$ cat src/rtl/four_bit_greater_than_pkg.sv
// Shared constants for the four_bit_greater_than comparator: default operand
// width and the 2-bit result encoding.
package four_bit_greater_than_pkg;

    localparam int WIDTH_DEFAULT = 4;

    localparam logic [1:0] GT = 2'b10;
    localparam logic [1:0] EQ = 2'b01;
    localparam logic [1:0] LT = 2'b00;

    // Collapse the cascade's final gt/eq pair into one result code.
    function automatic logic [1:0] encode_result(input logic gt, input logic eq);
        if (gt) begin
            return GT;
        end else if (eq) begin
            return EQ;
        end
        return LT;
    endfunction

endpackage

$ cat src/rtl/four_bit_greater_than_compare_cell.sv
// One-bit slice of an MSB-first magnitude comparator cascade.
module compare_cell (
    input  logic a_bit,
    input  logic b_bit,
    input  logic gt_in,
    input  logic eq_in,
    output logic gt_out,
    output logic eq_out
);

    // A higher slice that already differed wins; otherwise this bit decides.
    assign gt_out = gt_in | (eq_in & a_bit & ~b_bit);
    assign eq_out = eq_in & ~(a_bit ^ b_bit);

endmodule

$ cat src/rtl/four_bit_greater_than.sv
// Registered unsigned compare of A = switch[upper half] against
// B = switch[lower half]; exactly one of z/eq/lt is set after the first edge.
module four_bit_greater_than
    import four_bit_greater_than_pkg::*;
#(
    parameter int WIDTH = WIDTH_DEFAULT
) (
    input  logic                 clk,
    input  logic                 rst_n,
    input  logic [2*WIDTH-1:0]   switch,
    output logic                 z,
    output logic                 eq,
    output logic                 lt
);

    logic [WIDTH-1:0] a;
    logic [WIDTH-1:0] b;
    logic [WIDTH:0]   gt_chain;
    logic [WIDTH:0]   eq_chain;
    logic [1:0]       result_code;
    logic             z_d;
    logic             eq_d;
    logic             lt_d;

    assign a = switch[2*WIDTH-1:WIDTH];
    assign b = switch[WIDTH-1:0];

    // Chain seed: nothing has differed yet above the MSB.
    assign gt_chain[WIDTH] = 1'b0;
    assign eq_chain[WIDTH] = 1'b1;

    for (genvar i = WIDTH - 1; i >= 0; i--) begin : g_slice
        compare_cell u_cell (
            .a_bit  (a[i]),
            .b_bit  (b[i]),
            .gt_in  (gt_chain[i+1]),
            .eq_in  (eq_chain[i+1]),
            .gt_out (gt_chain[i]),
            .eq_out (eq_chain[i])
        );
    end

    // NOTE: every signal written here gets a value on every pass, so no latch is inferred.
    always_comb begin
        result_code = encode_result(gt_chain[0], eq_chain[0]);
        z_d         = (result_code == GT);
        eq_d        = (result_code == EQ);
        lt_d        = ~gt_chain[0] & ~eq_chain[0];
    end

    // NOTE: non-blocking assignments and an asynchronous reset clear all three flops at once, without a clock.
    always_ff @(posedge clk or negedge rst_n) begin
        if (!rst_n) begin
            z  <= 1'b0;
            eq <= 1'b0;
            lt <= 1'b0;
        end else begin
            z  <= z_d;
            eq <= eq_d;
            lt <= lt_d;
        end
    end

endmodule

$ cat config.mk
export PLATFORM = sky130hd
export DESIGN_NAME = four_bit_greater_than
export DESIGN_NICKNAME = d
export VERILOG_FILES = /design/src/rtl/four_bit_greater_than_pkg.sv /design/src/rtl/four_bit_greater_than_compare_cell.sv /design/src/rtl/four_bit_greater_than.sv
export SDC_FILE = /design/constraint.sdc
export NUM_CORES = 1
export LEC_CHECK = 0
export CORE_AREA = 2 2 39 41
export DETAILED_ROUTE_END_ITERATION = 8
export DIE_AREA = 0 0 41 43
export PLACE_DENSITY = 0.43
export SETUP_SLACK_MARGIN = 0.3
export SYNTH_ARGS = -nofsm -noshare
export SYNTH_HDL_FRONTEND = slang
export SYNTH_HIERARCHICAL = 1
export SYNTH_SLANG_ARGS = --single-unit
$ cat constraint.sdc
create_clock -name clk -period 0.8 [get_ports clk]
set_clock_uncertainty 0.15 [all_clocks]
set_input_delay 0.16 -clock clk [delete_from_list [all_inputs] [get_ports clk]]
set_output_delay 0.16 -clock clk [all_outputs]
set_load 0.05 [all_outputs]
==> results.txt <==
Slew Limit Fails -> 0
Post-synth top area share -> 37.27%
Final core occ -> 32.46%
CTS root buffer -> clkbuf_4
Worst Setup Slack, final -> -0.3084 ns
Diodes inserted -> 0
Max Root-Sink Buffers -> 2
Final setup viols -> 6
Worst min-delay path class -> in -> async
Required time worst endpoint -> 0.76 ns
Synthesized area -> 201.4 sq um
CP Max Fanout -> 3
Final ANT Viol Nets -> 0
DR vias/cell -> 3.579
Final Hold Vio Count -> 3
Clk pwr share -> 40.1%
Routed WL -> 467 microns
Crit path kind -> in -> reg
Total CTS buffers -> 3
CTS tree -> built
Routing usage on met1 -> 5.161%
Vias in the first global route -> 210
Area contributors post-synth -> dfrtp_1, xnor2_1, o21bai_1
Peak supply drop -> 0.4379 mV
Initial antenna violation count -> 0
Area leader, netlist -> dfrtp_1
Initial DRC count -> 0
PD cells -> 1417 nW/um^2
Grt met2 use -> 10.94%
Synthesized flop and latch total -> 3
Critical path capture point type -> flop
Outcome -> finished, violations left
Cell internal pwr -> 0.4754 mW
Routability cong. -> 0.5539
Reg clk slew, reported paths -> 0.03 ns
CP startpoint kind -> input port
NetSw -> 0.1611 mW
Synth warn -> 6
Starting Density -> 14.56%
Global-route wire length before repair -> 738 microns
Max-cap check violation count -> 0
I/O pin count -> 13
Total GRT Usage -> 6.633%
Switching share of total power -> 25.31%
Site Rows -> 14
NumNets Final -> 52
Grt ovf -> 0
DRT Pass-1 Iters -> 1
Flop pwr share -> 27.0%
Mapped Cells -> 24
Distinct cells, synth -> 9
Period utilization -> 138.5%
CTS sink count -> 3
Unrepaired setup endpoints after global routing -> true
Pin count of the biggest net entering global routing -> 4
Fin crit period -> 1.108 ns
Pre-CTS WS -> -1.017 ns
Synth-to-layout area growth -> 123.0%
Post-place instance area -> 389.1 sq um
Core area -> 1384 sq um
H-tree depth -> 1
Syn avg cell area -> 8.393 sq um
Sequential area share after synthesis -> 37.27%
Drt wl/cell -> 8.193 microns
Vias -> 204
Buffer count from post-CTS setup fixing -> 0
Drc violations -> 0
Layout cell share with drive strength beyond 1 -> 46.34%
Die ar. -> 1763 sq um
CP arrival -> 1.07 ns
Die height -> 43 microns
Worst hold slack -> -0.03468 ns
Port Buf Inserts -> 12
GR Util met3 -> 3.141%
FMAX -> 902.2 MHz
Gr busiest metal -> met2
Combinational share of power -> 32.9%
Violated checks -> hold timing, setup timing
Die width -> 41 microns
Design area -> 449.2 sq um
Static leakage -> 0.1938 nW
Setup TNS -> -1.684 ns
-- cell usage in the layout, fill, tap and decap left out, types with 2 or more instances in the layout --
cell type and n:
dlygate4sd2_1 2, xnor2_2 2, o21bai_1 3, xnor2_1 2, conb_1 3, clkbuf_4 3, dfrtp_2 2, nand2_1 3
and2_4 3, buf_12 3, clkdlybuf4s50_1 3
-- power by group through the flow --
stage / registers (mW) / clock network [mW] / logic (mW)
2_1_floorplan: 0.204 / 0 / 0.0492
3_5_place_dp: 0.174 / 0 / 0.189
3_3_place_gp: 0.174 / 0 / 0.187
4_1_cts: 0.172 / 0.270 / 0.199
6_report: 0.172 / 0.255 / 0.210
5_1_grt: 0.173 / 0.283 / 0.223
-- worst max path at each step --
| stage | from | endpoint | slack (ns) | cells past startpoint |
|---|---|---|---|---|
| floorplan | switch[6] | eq | -0.29 | 6 |
| global placement | switch[7] | eq | -0.98 | 8 |
| detailed placement | switch[7] | eq | -1.02 | 8 |
| CTS | switch[3] | eq | -0.34 | 8 |
| global route | switch[3] | lt | -0.34 | 8 |
| finish | switch[3] | eq | -0.31 | 8 |
-- stage by stage --
step                      power, mW  hold WS, ns  instances
after floorplan              0.2533      -0.2856         25
final                        0.6365     -0.03468         57
after detailed placement     0.3625       0.2046         53
after CTS                    0.6406     -0.03826         57
after global routing         0.6782     -0.03027         57
after global placement       0.3604       0.1991         53
-- layout make-up --
cell class              count  area (sq um)
clock buffers               4         26.28
fillers                   139         934.6
multi-input cells          21         162.7
flip-flops and latches      3         77.57
well taps                  16         20.02
repair buffers             13         162.7
-- sequential cells by signal, indices dropped and copies added, names as in the netlist --
signal	count
eq	1
lt	1
z	1
-- cell usage after synthesis --
cell type / count
nor2_1: 1
clkbuf_1: 1
and2_1: 4
o21bai_1: 4
conb_1: 2
nand2_1: 4
dfrtp_1: 3
xnor2_1: 4
nor2b_1: 1
-- cell families (layout without fill, tap and decap cells) --
| kind of cell | Yosys count | count (layout) | share of synthesized area (%) |
|---|---|---|---|
| simple gates | 10 | 10 | 24.84 |
| buf+inv | 1 | 17 | 1.862 |
| xor+xnor | 4 | 4 | 17.39 |
| compound gates | 4 | 4 | 14.91 |
| other cells | 2 | 3 | 3.728 |
| flops | 3 | 3 | 37.27 |
-- critical path, cell delays in order --
cell and delay [ns]:
buf_8 0.10, xnor2_2 0.14, and2_4 0.16, and2_4 0.13, and2_4 0.13, nand2_1 0.07
o21bai_4 0.13, nor2b_1 0.06
-- per-layer routing --
layer | routed length, microns | up-vias
met5 | 0 | -
met4 | 0 | 0
met3 | 64 | 0
met2 | 248 | 12
met1 | 154 | 88
li1 | - | 104
-- repair_timing --
action | 4_1_cts | 5_1_grt
cloned | 0 | 0
setup endpoints to repair | 6 | 6
resized for setup | 21 | 4
hold endpoints to repair | 3 | 3
pin swaps | 4 | 0
(Power assumes the default switching activity.)
